--- src/rtl/ball_physics.sv ---
`default_nettype none
// ============================================================================
// Module  : ball_physics
// Purpose : Per-frame ball motion engine (bounce, gravity, floor damping, kick)
// Rev     : 1.0  initial release
// ============================================================================
module ball_physics #(
  parameter int SCREEN_W = 640,
  parameter int SCREEN_H = 480,
  parameter int RADIUS   = 20,
  parameter int INIT_X   = 320,
  parameter int INIT_Y   = 240,
  parameter int GRAVITY  = 1,
  parameter int MAX_VY   = 15
) (
  input  logic       clk,
  input  logic       rst_n,
  input  logic       frame_tick,
  input  logic       pause,
  input  logic       kick,
  input  logic [1:0] speed_sel,
  output logic [9:0] ball_x,
  output logic [9:0] ball_y,
  output logic [5:0] vy_out,
  output logic       busy,
  output logic       bounce_x,
  output logic       bounce_y,
  output logic       missed_tick,
  output logic [7:0] frame_count
);

  localparam logic [1:0] ST_IDLE   = 2'd0;
  localparam logic [1:0] ST_CALC_X = 2'd1;
  localparam logic [1:0] ST_CALC_Y = 2'd2;
  localparam logic [1:0] ST_COMMIT = 2'd3;

  localparam logic [10:0]        C_XMIN  = 11'(RADIUS);
  localparam logic [10:0]        C_XMAX  = 11'(SCREEN_W - 1 - RADIUS);
  localparam logic signed [10:0] C_YMIN  = 11'(RADIUS);
  localparam logic signed [10:0] C_YMAX  = 11'(SCREEN_H - 1 - RADIUS);
  localparam logic signed [10:0] C_GRAV  = 11'(GRAVITY);
  localparam logic signed [10:0] C_MAXVY = 11'(MAX_VY);

  logic [1:0] state_q, state_d;
  logic [9:0] x_q, x_d, y_q, y_d, nx_q, nx_d, ny_q, ny_d;
  logic [5:0] vy_q, vy_d, nvy_q, nvy_d;
  logic       dir_q, dir_d, ndir_q, ndir_d;
  logic       bx_q, bx_d, by_q, by_d;
  logic       bounce_x_q, bounce_x_d, bounce_y_q, bounce_y_d;
  logic       missed_q, missed_d, kick_pending_q, kick_pending_d;
  logic [7:0] frame_count_q, frame_count_d;

  logic [2:0]         vx;
  logic [10:0]        x_sum, x_left_lim;
  logic signed [10:0] vy_ext, vg, vt, yc, damp, nvy_full;

  assign vx         = {1'b0, speed_sel} + 3'd1;
  assign x_sum      = {1'b0, x_q} + {8'b0, vx};
  assign x_left_lim = C_XMIN + {8'b0, vx};

  assign vy_ext   = {{5{vy_q[5]}}, vy_q};
  assign vg       = vy_ext + C_GRAV;
  assign vt       = kick_pending_q ? -C_MAXVY : ((vg > C_MAXVY) ? C_MAXVY : vg);
  assign yc       = $signed({1'b0, y_q}) + vt;
  // Floor rebound keeps 3/4 of the impact speed.
  assign damp     = vt - (vt >>> 2);
  assign nvy_full = -damp;

  always_comb begin
    state_d       = state_q;
    x_d           = x_q;
    y_d           = y_q;
    vy_d          = vy_q;
    dir_d         = dir_q;
    nx_d          = nx_q;
    ny_d          = ny_q;
    nvy_d         = nvy_q;
    ndir_d        = ndir_q;
    bx_d          = bx_q;
    by_d          = by_q;
    bounce_x_d    = 1'b0;
    bounce_y_d    = 1'b0;
    frame_count_d = frame_count_q;
    // A kick landing in the consuming cycle survives for the next frame.
    kick_pending_d = kick | (kick_pending_q & (state_q != ST_CALC_Y));
    missed_d       = missed_q | (frame_tick & (state_q != ST_IDLE));

    case (state_q)
      ST_IDLE: begin
        if (frame_tick && !pause) state_d = ST_CALC_X;
      end
      ST_CALC_X: begin
        bx_d   = 1'b0;
        ndir_d = dir_q;
        if (dir_q) begin
          if (x_sum >= C_XMAX) begin
            nx_d   = C_XMAX[9:0];
            ndir_d = 1'b0;
            bx_d   = 1'b1;
          end else begin
            nx_d = x_sum[9:0];
          end
        end else begin
          if ({1'b0, x_q} <= x_left_lim) begin
            nx_d   = C_XMIN[9:0];
            ndir_d = 1'b1;
            bx_d   = 1'b1;
          end else begin
            nx_d = x_q - {7'b0, vx};
          end
        end
        state_d = ST_CALC_Y;
      end
      ST_CALC_Y: begin
        if (yc >= C_YMAX) begin
          ny_d  = C_YMAX[9:0];
          nvy_d = ((nvy_full > -11'sd2) && (nvy_full < 11'sd2)) ? 6'd0 : nvy_full[5:0];
          by_d  = 1'b1;
        end else if (yc <= C_YMIN) begin
          ny_d  = C_YMIN[9:0];
          nvy_d = 6'd0;
          by_d  = 1'b1;
        end else begin
          ny_d  = yc[9:0];
          nvy_d = vt[5:0];
          by_d  = 1'b0;
        end
        state_d = ST_COMMIT;
      end
      ST_COMMIT: begin
        x_d           = nx_q;
        y_d           = ny_q;
        vy_d          = nvy_q;
        dir_d         = ndir_q;
        bounce_x_d    = bx_q;
        bounce_y_d    = by_q;
        frame_count_d = frame_count_q + 8'd1;
        state_d       = ST_IDLE;
      end
      default: state_d = ST_IDLE;
    endcase
  end

  always_ff @(posedge clk) begin
    if (!rst_n) begin
      state_q        <= ST_IDLE;
      x_q            <= 10'(INIT_X);
      y_q            <= 10'(INIT_Y);
      vy_q           <= 6'd0;
      dir_q          <= 1'b1;
      nx_q           <= 10'(INIT_X);
      ny_q           <= 10'(INIT_Y);
      nvy_q          <= 6'd0;
      ndir_q         <= 1'b1;
      bx_q           <= 1'b0;
      by_q           <= 1'b0;
      bounce_x_q     <= 1'b0;
      bounce_y_q     <= 1'b0;
      missed_q       <= 1'b0;
      kick_pending_q <= 1'b0;
      frame_count_q  <= 8'd0;
    end else begin
      state_q        <= state_d;
      x_q            <= x_d;
      y_q            <= y_d;
      vy_q           <= vy_d;
      dir_q          <= dir_d;
      nx_q           <= nx_d;
      ny_q           <= ny_d;
      nvy_q          <= nvy_d;
      ndir_q         <= ndir_d;
      bx_q           <= bx_d;
      by_q           <= by_d;
      bounce_x_q     <= bounce_x_d;
      bounce_y_q     <= bounce_y_d;
      missed_q       <= missed_d;
      kick_pending_q <= kick_pending_d;
      frame_count_q  <= frame_count_d;
    end
  end

  assign ball_x      = x_q;
  assign ball_y      = y_q;
  assign vy_out      = vy_q;
  assign busy        = (state_q != ST_IDLE);
  assign bounce_x    = bounce_x_q;
  assign bounce_y    = bounce_y_q;
  assign missed_tick = missed_q;
  assign frame_count = frame_count_q;

endmodule
`default_nettype wire

--- config.mk ---
export PLATFORM = sky130hd
export DESIGN_NAME = ball_physics
export DESIGN_NICKNAME = d
export VERILOG_FILES = /design/src/rtl/ball_physics.sv
export SDC_FILE = /design/constraint.sdc
export NUM_CORES = 1
export LEC_CHECK = 0
export ABC_AREA = 1
export BUFFER_PORTS_ARGS = -buffer_cell sky130_fd_sc_hd__buf_2
export CORE_UTILIZATION = 50
export DETAILED_ROUTE_END_ITERATION = 8
export GPL_ROUTABILITY_DRIVEN = 0
export PLACE_DENSITY_LB_ADDON = 0.12
export SLEW_MARGIN = 20
export SYNTH_ARGS = -nofsm -noshare
export SYNTH_HDL_FRONTEND = slang
export SYNTH_SLANG_ARGS = --single-unit
--- constraint.sdc ---
create_clock -name clk -period 4.06 [get_ports clk]
set_input_delay 0.812 -clock clk [delete_from_list [all_inputs] [get_ports clk]]
set_output_delay 0.812 -clock clk [all_outputs]
set_load 0.02 [all_outputs]
Yosys cells after proc, flatten, opt, wreduce, memory -nomap -nowiden
Index checks and enable logic that the tools add are counted.
{"block": "word_totals", "reg_bits": 70, "word_cells": 66, "out_inout_bits": 38, "inputBits": 7}
{"block": "op_classes", "n_lt_le_gt_ge": 7, "muxes": 19, "eq_ne": 5, "bitwise": 4, "n_reduce_logical": 6, "addsub": 9}
{"op": "$mux 10", "count": 5}
{"op": "$ge 11x10->1 const B", "count": 2}
{"op": "$mux 11", "count": 2}
{"op": "$mux 6", "count": 3}
{"op": "$add 10x3->11", "count": 1}
{"op": "$add 11x11->11", "count": 1}
{"op": "$gt 11x2->1 const B", "count": 1}
{"op": "$le 11x6->1 const B", "count": 1}
{"op": "$lt 11x3->1 const B", "count": 1}
{"op": "$neg 11->11", "count": 1}
{"op": "$sub 11x9->11", "count": 1}
{"op": "$le 10x6->1", "count": 1}
{"op": "$sub 10x3->10", "count": 1}
{"op": "$add 8x1->8 const B", "count": 1}
{"op": "$pmux 2 s4", "count": 1}
{"op": "$add 6x2->7 const B", "count": 1}
{"op": "$gt 7x5->1 const B", "count": 1}
{"op": "$mux 1", "count": 7}
{"op": "$add 5x3->6 const A", "count": 1}
{"op": "$eq 2x2->1 const B", "count": 2}
{"op": "$ne 2x2->1 const B", "count": 2}
{"op": "$add 2x1->3 const B", "count": 1}
{"op": "$and 1x1->1", "count": 2}
{"op": "$eq 2x1->1 const B", "count": 1}
{"op": "7 further kinds", "count": 9}

Depth between registers and ports, before layout
Gate-level depths: netlist of the first run.
{"block": "depth", "word_depth": 10, "ltp_mapped": 28}

Worst setup path before layout of the first run
Ideal clock, no wire load.
{"block": "synth_timing", "kind": "flip-flop to flip-flop", "from": "reg vy_q[0], in the netlist vy_out[0]", "to": "reg nvy_q[1]", "path_stages_with_launch": 25, "path_slack_ps": 772, "arrival_ps": 3155, "n_path_buf": 0, "cell_sequence": "dfxtp_1 inv_1 ha_1 nor3_1 nand2_1 nor2_1 o21ai_0 nand3_1 ha_1 inv_1 fa_1 inv_1 nand2_2 nand2_2 nand3_2 nand2_2 nand2_2 nand2_2 nand2_2 nand2_4 nand2_1 nor2_4 nor2_8 nand3_1 a21oi_1"}
{"block": "synth_between", "elab_chain_len": 10, "word_cells_on_any_way": 15}
{"item": "from (decl)", "line": "46", "rtl": "logic [5:0] vy_q, vy_d, nvy_q, nvy_d;"}
{"item": "from (signal assigned)", "line": "166", "rtl": "vy_q <= vy_d;"}
{"item": "$add 6x2->7 (*)", "line": "62", "rtl": "assign vg = vy_ext + C_GRAV;"}
{"item": "$gt 7x5->1", "line": "63", "rtl": "assign vt = kick_pending_q ? -C_MAXVY : ((vg > C_MAXVY) ? C_MAXVY : vg);"}
{"item": "$mux 11 (*) (2 in series)", "line": "63"}
{"item": "$sub 11x9->11", "line": "66", "rtl": "assign damp = vt - (vt >>> 2);"}
{"item": "$neg 11->11", "line": "67", "rtl": "assign nvy_full = -damp;"}
{"item": "$gt 11x2->1 or $lt 11x3->1 (tied branches)", "line": "117", "rtl": "nvy_d = ((nvy_full > -11'sd2) && (nvy_full < 11'sd2)) ? 6'd0 : nvy_full[5:0];"}
{"item": "$logic_and 1x1->1", "line": "117"}
{"item": "$mux 6", "line": "117"}
{"item": "$mux 6 (*)", "line": "115", "rtl": "if (yc >= C_YMAX) begin"}
{"item": "to (signal assigned)", "line": "170", "rtl": "nvy_q <= nvy_d;"}
{"item": "to (decl)", "line": "46"}
Mark *: on every way between the ends. The rest lies on a longest branch, timed or not.
A chain may end at the register's enable or synchronous reset.

Final worst setup path of the first run
{"block": "layout_timing", "from": "reg vy_q[0], in the netlist vy_out[0]", "to": "reg nvy_q[2]"}
The elaborated chain is that of the path after synthesis.

==> key figures, run 1 <==
Pwr
  • Pwr Total: 3.409 mW
  • P_leak: 2.678 nW
  • Largest voltage drop on the vdd net: 0.4020 mV
  • Power density relative to cell area: 646.0 mW/mm²

Drt
  • Total wirelength of the detailed-routed design: 11960 µm
  • TritonRoute pass-1 iters: 6
  • Highest routed layer: met4
  • Vias: 4734
  • Number of DRC markers after the initial detailed-route iteration: 218
  • Via-to-Cell Ratio: 5.266
  • Met1 Wirelength: 5468 µm
  • Count of antenna-violating nets left after detailed routing: 0
  • Wire length per cell: 13.30 µm
  • Routed wl met2: 5804 µm
  • Met3 layer wire length in the routed design: 515 µm
  • DRC Markers: 0

GRT
  • Initial antenna violation count: 0
  • First-pass GRT wire length: 19910 µm
  • Maximum number of pins on one net before global-route repair: 52
  • Overall overflow remaining after global route: 0
  • Vias in the first global route: 4292
  • Overall track demand over capacity in global routing: 25.20%

CTS
  • Number of clock sinks: 70
  • Latest clock arrival within the worst-skew pair: 350 ps
  • CTS tree: yes
  • Post-CTS repair timing setup buffer count: 0
  • Clock Tree Buf Depth: 2
  • Cell at the root of the clock tree: sky130_fd_sc_hd__clkbuf_8
  • Maximum level of the CTS H-tree: 3
  • Clk pin slew, worst setup/hold paths: 80 ps
  • Count of cells resized by post-cts repair: 0
  • Cts bufs inserted: 9
  • Hold buffers post-CTS: 0

STA
  • Summed negative setup slack over all endpoints: 0 ps
  • Final Hold Fails: 0
  • Endpoints failing setup: 0
  • Final Max Slew Viols: 0
  • Worst Clk Skew: 10.82 ps
  • Transition time at the pin with the least slew margin: 1058 ps
  • Final critical delay including setup and external delays: 3694 ps
  • Top achievable clock speed: 0.2707 GHz
  • RSZ-0062 raised after global routing: false
  • Post-route fraction of the period consumed by the critical path: 90.99%
  • Rel. slew slack: 29.39%

Setup path
  • Start-to-end type of the worst setup path: reg -> reg
  • Crit path arrival time: 3950 ps
  • Category of the worst setup path capture point: register
  • Crit path cell chain: inv_1, ha_1, nor3_1, nand2_1, nor2_1, o21ai_0, nand3_1, ha_1, inv_1, fa_1, inv_1, nand2_2, nand2_2, nand4_1, nand2_1, nand2_1, nand2_1, inv_2, nor2_1, nand2_1, nand2_4, nor2_1, nor2_1, nor2_1
  • Data required time at the worst endpoint: 4310 ps
  • Kind of start point of the critical path: register
  • Reg-to-reg startpoint: vy_out[0]
  • Maximum fanout encountered on the critical timing path: 10
  • Reg2reg path depth: 24
  • Cell type of the slowest stage on the worst timing path: sky130_fd_sc_hd__dfxtp_1
  • Slack of the worst reg-to-reg path: 370 ps
  • R2R Path End: nvy_q[2]
  • CP peak stage delay: 430 ps

Min path
  • Worst min-delay path startpoint: ny_q[9]
  • Terminating pin of the worst hold path: ny_q[9]
  • Cell count of the worst hold path: 2
  • Tightest Hold Check Type: reg -> reg

Die
  • Width of the die: 99.47 µm
  • Starting Density: 51.40%
  • Core Box Area: 0.009240 mm²
  • Number of cell rows: 35
  • Area of the die: 0.009893 mm²
  • Top Ports: 45
  • Die outline height: 99.47 µm

Finish
  • Antenna cell count: 0
  • Post-route design area: 0.005276 mm²
  • Most frequent standard cell in the layout excluding fill and tap cells: sky130_fd_sc_hd__nand2_1
  • Final std cells w/o fill: 899
  • Area growth from synthesis to final layout: 11.09%
  • Storage element area: 0.001401 mm²
  • Fin nets: 807
  • Area of the multi-input gates: 0.002879 mm²
  • Fraction of final layout cells sized beyond drive strength 1: 14.29%
  • Number of fillers in the final layout: 914
  • Utilization after layout: 57.10%
  • Top library cells by usage in the layout, fill and taps aside: sky130_fd_sc_hd__nand2_1, sky130_fd_sc_hd__inv_1, sky130_fd_sc_hd__nor2_1

Run
  • Max-cap viol count: 0

Synth
  • Number of enable-type register cells in the synthesized netlist: 0
  • Synth unique cells: 38
  • Number of warning messages in the yosys log: 0
  • Dominant register cell in the synthesized netlist: sky130_fd_sc_hd__dfxtp_1
  • Number of cells produced by synthesis: 725
  • Nets in the synthesized netlist: 767
  • Mean instance size in the synthesized netlist: 6.551 µm²
  • Seq/Total Area, Yosys: 29.50%
  • Fraction of registers with async set or reset after synthesis: 0%
  • Syn Std Cell Area: 0.004750 mm²
  • Total of flip-flops plus latches after synthesis: 70

Placement
  • Instance area at placement: 0.005080 mm²
  • Inst Count DP: 883
  • Final HPWL from detailed placement: 8984 µm
  • IO buf count: 44

Run status
  • Run status: finished, final reports clean
-- state kept, by name, summed over array words and instances, names as in the netlist, 2 cells and up --
| register | count |
|---|---|
| nx_q | 10 |
| state_q | 2 |
| nvy_q | 6 |
| ny_q | 10 |
| ball_y | 10 |
| vy_out | 6 |
| ball_x | 10 |
| frame_count | 8 |
-- worst max-delay path by stage --
stage / start / endpoint / slack (ps)
after global placement: vy_out[0] / nvy_q[2] / 540
after global routing: vy_out[0] / nvy_q[0] / 10
after floorplan: vy_out[0] / nvy_q[1] / 770
after CTS: vy_out[0] / nvy_q[2] / 380
after detailed placement: vy_out[0] / nvy_q[2] / 430
final: vy_out[0] / nvy_q[2] / 370
-- logic make-up after synthesis --
| kind of cell | share of synthesized area (%) |
|---|---|
| and+or+nand+nor | 35.12 |
| AOI/OAI and AO/OA | 14.36 |
| buffers and inverters | 9.879 |
| DFF | 29.50 |
| adders and majority gates | 9.853 |
| xor gates and xnor gates | 1.291 |
-- stage by stage --
stage / hold WS (ps) / setup slack (ps)
6_report: 448.3 / 365.8
2_1_floorplan: 420.8 / 772.4
3_5_place_dp: 435.6 / 428.5
4_1_cts: 449.9 / 380.3
5_1_grt: 470.2 / 14.68
3_3_place_gp: 430.6 / 544.7
-- per-layer routing --
layer | vias to the layer above | global-route usage [%]
li1 | 2430 | -
met4 | 0 | 9.389
met2 | 126 | 44.02
met1 | 2162 | 31.80
met5 | - | 0
met3 | 16 | 3.092
-- worst max-delay path, delay by kind of cell, from the launching register on --
family                     cells  cell delay, ps
and+or+nand+nor               16            1700
DFF                            1             430
AOI/OAI and AO/OA              1             180
buffers and inverters          4             320
adders and majority gates      3             960
-- power breakdown --
group	switching [mW]	leakage [nW]	internal [mW]
combinational	1.22	2.01	0.631
clock	0.288	0.0956	0.285
sequential	0.130	0.571	0.859
total	1.63	2.68	1.77
-- cell usage after synthesis, types with 2 or more instances --
cell type / instances / share of area [%]
sky130_fd_sc_hd__and3_1: 2 / 0.26
sky130_fd_sc_hd__ha_1: 31 / 8.2
sky130_fd_sc_hd__buf_2: 2 / 0.21
sky130_fd_sc_hd__o21ai_1: 2 / 0.21
sky130_fd_sc_hd__o211ai_1: 2 / 0.32
sky130_fd_sc_hd__nor2_4: 2 / 0.47
sky130_fd_sc_hd__xor2_1: 5 / 0.92
sky130_fd_sc_hd__nand2_4: 5 / 1.2
sky130_fd_sc_hd__clkinv_1: 3 / 0.24
sky130_fd_sc_hd__nor2_8: 2 / 0.84
sky130_fd_sc_hd__nand4_1: 10 / 1.3
sky130_fd_sc_hd__clkbuf_1: 15 / 1.2
sky130_fd_sc_hd__inv_2: 10 / 0.79
sky130_fd_sc_hd__xnor2_1: 2 / 0.37
sky130_fd_sc_hd__nand3_2: 2 / 0.42
sky130_fd_sc_hd__buf_4: 2 / 0.32
sky130_fd_sc_hd__nand2_1: 168 / 13
sky130_fd_sc_hd__inv_4: 2 / 0.26
sky130_fd_sc_hd__dfxtp_1: 70 / 30
sky130_fd_sc_hd__nand3_1: 66 / 7.0
sky130_fd_sc_hd__nor3_1: 6 / 0.63
sky130_fd_sc_hd__inv_1: 87 / 6.9
sky130_fd_sc_hd__a21oi_2: 3 / 0.55
sky130_fd_sc_hd__nand2_2: 16 / 2.1
sky130_fd_sc_hd__nor2_2: 2 / 0.26
sky130_fd_sc_hd__fa_1: 4 / 1.7
sky130_fd_sc_hd__o21ai_0: 53 / 5.6
sky130_fd_sc_hd__nor2_1: 74 / 5.8
sky130_fd_sc_hd__a31oi_1: 5 / 0.66
sky130_fd_sc_hd__a21oi_1: 62 / 6.5
sky130_fd_sc_hd__nand3b_1: 3 / 0.47
-- area by class of cell --
cell class,count,share of cell area (%)
sequential,70,26.56
tap,129,3.059
clock buffer,9,2.348
timing repair buffer,48,4.743
inverter,102,7.351
multi-input combinational,534,54.56
clock inverter,7,1.375
Note: power is estimated with default switching activity, not from simulation.
==> run 2, diff against run 1 <==
RECOVER_POWER = 100   (was default)
==> key figures, run 2 (synthesized netlist as in run 1, its figures left out) <==
GRT
  • First-pass GRT wire length: 19910 µm (unchanged)
  • Maximum number of pins on one net before global-route repair: 52 (unchanged)
  • Overall overflow remaining after global route: 0 (unchanged)
  • Initial antenna violation count: 0 (unchanged)
  • Vias in the first global route: 4292 (unchanged)
  • Overall track demand over capacity in global routing: 25.20% (unchanged)

STA
  • Transition time at the pin with the least slew margin: 1954 ps (+896.2 ps)
  • RSZ-0062 raised after global routing: false
  • Post-route fraction of the period consumed by the critical path: 91.83% (+0.84 points)
  • Final critical delay including setup and external delays: 3728 ps (+34.03 ps)
  • Final Max Slew Viols: 52 (+52)
  • Summed negative setup slack over all endpoints: 0 ps (unchanged)
  • Top achievable clock speed: 0.2682 GHz (-0.91%)
  • Endpoints failing setup: 0 (unchanged)
  • Worst Clk Skew: 11.63 ps (+0.8061 ps)
  • Rel. slew slack: -30.28% (-60 points)
  • Final Hold Fails: 0 (unchanged)

CTS
  • CTS tree: yes
  • Maximum level of the CTS H-tree: 3 (unchanged)
  • Cell at the root of the clock tree: sky130_fd_sc_hd__clkbuf_8
  • Clock Tree Buf Depth: 2 (unchanged)
  • Post-CTS repair timing setup buffer count: 0 (unchanged)
  • Count of cells resized by post-cts repair: 0 (unchanged)
  • Clk pin slew, worst setup/hold paths: 80 ps (about the same)
  • Cts bufs inserted: 9 (unchanged)
  • Latest clock arrival within the worst-skew pair: 340 ps (about the same)
  • Hold buffers post-CTS: 0 (unchanged)
  • Number of clock sinks: 70 (unchanged)

Pwr
  • P_leak: 2.530 nW (-5.5%)
  • Power density relative to cell area: 649.2 mW/mm² (+0.49%)
  • Largest voltage drop on the vdd net: 0.4001 mV (-0.48%)
  • Pwr Total: 3.367 mW (-1.2%)

Setup path
  • Cell type of the slowest stage on the worst timing path: sky130_fd_sc_hd__dfxtp_1
  • Kind of start point of the critical path: register
  • Data required time at the worst endpoint: 4320 ps (about the same)
  • Reg2reg path depth: 25 (+4.2%)
  • Crit path arrival time: 3990 ps (+40 ps)
  • CP peak stage delay: 430 ps (about the same)
  • Start-to-end type of the worst setup path: reg -> reg
  • Maximum fanout encountered on the critical timing path: 9 (-1)
  • Cell type group with the largest total delay on the critical path: simple AND/OR/NAND/NOR gates
  • Cell depth of the worst setup path: 25 (+4.2%)
  • Category of the worst setup path capture point: register
  • Crit path buffers/inverters: 4 (unchanged)

Finish
  • Top library cells by usage in the layout, fill and taps aside: sky130_fd_sc_hd__nand2_1, sky130_fd_sc_hd__inv_1, sky130_fd_sc_hd__nor2_1
  • Fin nets: 807 (unchanged)
  • Area growth from synthesis to final layout: 9.194%
  • Most frequent standard cell in the layout excluding fill and tap cells: sky130_fd_sc_hd__nand2_1
  • Antenna cell count: 0 (unchanged)
  • Area of the multi-input gates: 0.002844 mm² (-1.2%)
  • Number of fillers in the final layout: 943 (+3.2%)
  • Fraction of final layout cells sized beyond drive strength 1: 7.403% (-6.9 points)
  • Utilization after layout: 56.13% (-0.97 points)
  • Storage element area: 0.001401 mm² (unchanged)

Die
  • Die outline height: 99.47 µm (unchanged)
  • Number of cell rows: 35 (unchanged)
  • Area of the die: 0.009893 mm² (unchanged)
  • Core Box Area: 0.009240 mm² (unchanged)
  • Top Ports: 45 (unchanged)
  • Starting Density: 51.40% (unchanged)
  • Width of the die: 99.47 µm (unchanged)

Placement
  • IO buf count: 44 (unchanged)
  • Final HPWL from detailed placement: 8984 µm (unchanged)

Drt
  • Total wirelength of the detailed-routed design: 11980 µm (+0.15%)
  • Count of antenna-violating nets left after detailed routing: 0 (unchanged)
  • Vias: 4748 (+0.30%)
  • Wire length per cell: 13.32 µm (+0.15%)
  • Via-to-Cell Ratio: 5.281 (+0.30%)
  • DRC Markers: 0 (unchanged)
  • TritonRoute pass-1 iters: 7 (+1)
  • Number of DRC markers after the initial detailed-route iteration: 236 (+8.3%)

Min path
  • Cell count of the worst hold path: 2 (unchanged)
  • Tightest Hold Check Type: reg -> reg

Run
  • Max-cap viol count: 1 (+1)

Run status
  • Run status: finished, violations left
  • Failing checks: capacitance limit, slew limit
run 2: cell types whose count changed in the layout (fill, tap and decap cells not counted), moves of 2 or more:
cell / change
sky130_fd_sc_hd__clkbuf_1: +40
sky130_fd_sc_hd__buf_2: -38
sky130_fd_sc_hd__nand2_1: +6
sky130_fd_sc_hd__nand2_2: -6
sky130_fd_sc_hd__inv_1: +3
sky130_fd_sc_hd__inv_2: -3
sky130_fd_sc_hd__a21oi_1: +2
sky130_fd_sc_hd__a21oi_2: -2
sky130_fd_sc_hd__buf_4: -2
run 2: worst register-to-register path, stage by stage, from the launching register on:
cell	delay, ps
sky130_fd_sc_hd__dfxtp_1	430
sky130_fd_sc_hd__inv_1	90
sky130_fd_sc_hd__ha_1	310
sky130_fd_sc_hd__nor3_1	140
sky130_fd_sc_hd__nand2_1	80
sky130_fd_sc_hd__nor2_1	100
sky130_fd_sc_hd__o21ai_0	180
sky130_fd_sc_hd__nand3_1	220
sky130_fd_sc_hd__ha_1	280
sky130_fd_sc_hd__inv_1	70
sky130_fd_sc_hd__fa_1	380
sky130_fd_sc_hd__inv_1	100
sky130_fd_sc_hd__nand2_2	70
sky130_fd_sc_hd__nand2_2	90
sky130_fd_sc_hd__nand3_1	110
sky130_fd_sc_hd__nand2_2	90
sky130_fd_sc_hd__nand2_2	60
sky130_fd_sc_hd__nand2_1	90
sky130_fd_sc_hd__nand2_1	90
sky130_fd_sc_hd__nand2_4	130
sky130_fd_sc_hd__nand2_4	90
sky130_fd_sc_hd__nand2_4	100
sky130_fd_sc_hd__inv_1	50
sky130_fd_sc_hd__nand2_1	100
sky130_fd_sc_hd__nand3_1	80
sky130_fd_sc_hd__a21oi_1	140
run 2: layout make-up:
cell class	instances	area share [%]
clock inverter	7	1.399
tap	129	3.112
inverter	102	7.479
clock buffer	9	2.388
sequential	70	27.02
multi-input combinational	534	54.84
timing repair buffer	48	3.764
run 2: path summary, 6_finish.rpt:
path             start  endpoint  slack, ps
max reg2reg  vy_out[0]  nvy_q[1]        330
min            ny_q[9]   ny_q[9]        450
min reg2reg    ny_q[9]   ny_q[9]        450
max          vy_out[0]  nvy_q[1]        330
run 2: per-layer routing:
layer / track usage [%] / up-vias / share of wire (%)
li1: - / 2431 / -
met1: 31.80 / 2162 / 45
met2: 44.02 / 140 / 49
met3: 3.092 / 15 / 4.7
met4: 9.389 / 0 / 1.2
met5: 0 / - / 0
run 2: power breakdown:
part	internal, mW	switching, mW
sequential	0.859	0.133
clock	0.285	0.282
combinational	0.608	1.20
run 2: stage by stage:
step                      hold WS [ps]  worst slack (ps)  cells  instance area (µm²)
after floorplan                  420.8             772.4    725                 4750
after CTS                        449.9             380.3    899                 5276
after global routing             478.4             8.300    899                 5186
after global placement           430.6             544.7    883                 5080
final                            446.3             331.7    899                 5186
after detailed placement         435.6             428.5    883                 5080
==> run 3, diff against run 2 <==
clock period = 3.7 ns   (was 4.06 ns; I/O delays follow)
==> key figures, run 3 (synthesized netlist as in run 1, its figures left out) <==
Finish
  • Antenna cell count: 0 (unchanged)
  • Fraction of final layout cells sized beyond drive strength 1: 9.832% (+2.4 points)
  • Number of fillers in the final layout: 935 (-0.85%)
  • Top library cells by usage in the layout, fill and taps aside: sky130_fd_sc_hd__nand2_1, sky130_fd_sc_hd__inv_1, sky130_fd_sc_hd__nor2_1
  • Most frequent standard cell in the layout excluding fill and tap cells: sky130_fd_sc_hd__nand2_1
  • Fin nets: 810 (+0.37%)
  • Area growth from synthesis to final layout: 10.62%

GRT
  • Overall overflow remaining after global route: 0 (unchanged)
  • Overall track demand over capacity in global routing: 24.82% (-0.38 points)
  • Vias in the first global route: 4207 (-2.0%)
  • First-pass GRT wire length: 19630 µm (-1.4%)
  • Initial antenna violation count: 0 (unchanged)
  • Maximum number of pins on one net before global-route repair: 53 (+1.9%)

Pwr
  • P_leak: 2.548 nW (+0.69%)
  • Largest voltage drop on the vdd net: 0.4216 mV (+5.4%)
  • Power density relative to cell area: 705.1 mW/mm² (+8.6%)
  • Pwr Total: 3.705 mW (+10%)

Drt
  • Wire length per cell: 13.13 µm (-1.4%)
  • Number of DRC markers after the initial detailed-route iteration: 188 (-20%)
  • Vias: 4650 (-2.1%)
  • Count of antenna-violating nets left after detailed routing: 0 (unchanged)
  • DRC Markers: 0 (unchanged)
  • Total wirelength of the detailed-routed design: 11840 µm (-1.1%)
  • Via-to-Cell Ratio: 5.155 (-2.4%)
  • TritonRoute pass-1 iters: 4 (-3)

STA
  • Top achievable clock speed: 0.2837 GHz (+5.8%)
  • Worst Clk Skew: 9.983 ps (-1.643 ps)
  • Rel. slew slack: 15.96% (+46 points)
  • Endpoints failing setup: 0 (unchanged)
  • Post-route fraction of the period consumed by the critical path: 95.27% (+3.4 points)
  • Transition time at the pin with the least slew margin: 1261 ps (-693.6 ps)
  • Final Hold Fails: 0 (unchanged)
  • Final Max Slew Viols: 0 (-100%)
  • Final critical delay including setup and external delays: 3525 ps (-203.4 ps)
  • Worst Hold Slack: 455.3 ps (+8.952 ps)

Setup path
  • Category of the worst setup path capture point: register
  • Kind of start point of the critical path: register
  • Maximum fanout encountered on the critical timing path: 10 (+1)
  • Start-to-end type of the worst setup path: reg -> reg
  • Slack of the worst reg-to-reg path: 180 ps (-160 ps)
  • Crit path arrival time: 3780 ps (-210 ps)
  • Data required time at the worst endpoint: 3950 ps (-370 ps)

Min path
  • Tightest Hold Check Type: reg -> reg

Run status
  • Run status: finished, final reports clean

CTS
  • Latest clock arrival within the worst-skew pair: 360 ps (+20 ps)
  • Cell at the root of the clock tree: sky130_fd_sc_hd__clkbuf_8
  • Clock Tree Buf Depth: 2 (unchanged)
  • Cts bufs inserted: 9 (unchanged)
  • CTS tree: yes
  • Number of clock sinks: 70 (unchanged)
  • Maximum level of the CTS H-tree: 3 (unchanged)
  • Clk pin slew, worst setup/hold paths: 90 ps (about the same)

Die
  • Number of cell rows: 35 (unchanged)
  • Top Ports: 45 (unchanged)
  • Core Box Area: 0.009240 mm² (unchanged)
  • Width of the die: 99.47 µm (unchanged)
  • Die outline height: 99.47 µm (unchanged)
  • Starting Density: 51.40% (unchanged)
  • Area of the die: 0.009893 mm² (unchanged)

Placement
  • IO buf count: 44 (unchanged)
  • Final HPWL from detailed placement: 8779 µm (-2.3%)

Run
  • Max-cap viol count: 0 (-1)
==> run 3: changes by cell type in the layout (fill, tap and decap cells not counted), sizes merged <==
cell and delta:
buf +4, inv +3, clkinvlp -1, clkinv -1, clkbuf -1, bufinv -1
==> run 3: power breakdown <==
part | switching, mW | total (mW) | leakage [nW] | internal (mW)
logic | 1.32 | 2.01 | 1.88 | 0.694
registers | 0.149 | 1.09 | 0.572 | 0.943
clock network | 0.343 | 0.600 | 0.0927 | 0.257
total | 1.81 | 3.70 | 2.55 | 1.89
==> run 3: final cells by class <==
type | instances | area [µm²] | area share [%]
multi-input combinational | 534 | 2892 | 55.04
inverter | 102 | 387.9 | 7.383
tap | 129 | 161.4 | 3.072
clock inverter | 7 | 62.56 | 1.191
clock buffer | 9 | 123.9 | 2.358
timing repair buffer | 51 | 221.5 | 4.215
sequential | 70 | 1405 | 26.74
==> run 3: metal layers <==
| layer | global-route usage (%) | vias to the layer above | routed length (µm) |
|---|---|---|---|
| met1 | 31.83 | 2107 | 5605 |
| met4 | 9.842 | 0 | 238 |
| met3 | 2.530 | 15 | 347 |
| met5 | 0 | - | 0 |
| met2 | 42.84 | 90 | 5652 |
| li1 | - | 2438 | - |
==> run 3: through the flow <==
step                      setup WS, ps  std cells  setup TNS, ps  util (%)  instance area [µm²]
after floorplan                  412.4        725              0         -                 4750
after CTS                        71.58        900              0     57.08                 5274
after detailed placement         89.29        884              0     55.06                 5087
after global routing            -63.86        902         -529.3     56.86                 5254
final                            175.2        902              0     56.86                 5254
after global placement           206.4        884              0     55.06                 5087
==> run 3: final timing paths <==
path,start,end,depth (start not counted)
setup / recovery,vy_out[0],nvy_q[2],24
hold / removal,ny_q[9],ny_q[9],2
setup reg to reg,vy_out[0],nvy_q[2],24
hold reg to reg,ny_q[9],ny_q[9],2
==> run 3: critical path, stage by stage (launching register included) <==
cell,delay (ps)
sky130_fd_sc_hd__dfxtp_4,390
sky130_fd_sc_hd__inv_1,60
sky130_fd_sc_hd__ha_1,340
sky130_fd_sc_hd__nor3_2,150
sky130_fd_sc_hd__nand2_1,90
sky130_fd_sc_hd__nor2_2,170
sky130_fd_sc_hd__o21ai_4,100
sky130_fd_sc_hd__nand3_2,130
sky130_fd_sc_hd__ha_2,220
sky130_fd_sc_hd__inv_1,60
sky130_fd_sc_hd__fa_1,380
sky130_fd_sc_hd__inv_1,100
sky130_fd_sc_hd__nand2_2,70
sky130_fd_sc_hd__nand2_2,90
sky130_fd_sc_hd__nand4_1,110
sky130_fd_sc_hd__nand2_1,90
sky130_fd_sc_hd__nand2_1,50
sky130_fd_sc_hd__nand2_1,80
sky130_fd_sc_hd__inv_2,60
sky130_fd_sc_hd__nor2_1,160
sky130_fd_sc_hd__nand2_1,130
sky130_fd_sc_hd__nand2_4,140
sky130_fd_sc_hd__nor2_1,60
sky130_fd_sc_hd__nor2_1,130
sky130_fd_sc_hd__nor2_1,50
==> run 3: repair_timing <==
| action | 4_1_cts | 5_1_grt |
|---|---|---|
| endpoints found under the setup margin | 0 | 16 |
| resized for setup | 0 | 12 |
| buffers inserted | 0 | 2 |
| hold buffers | 0 | 0 |
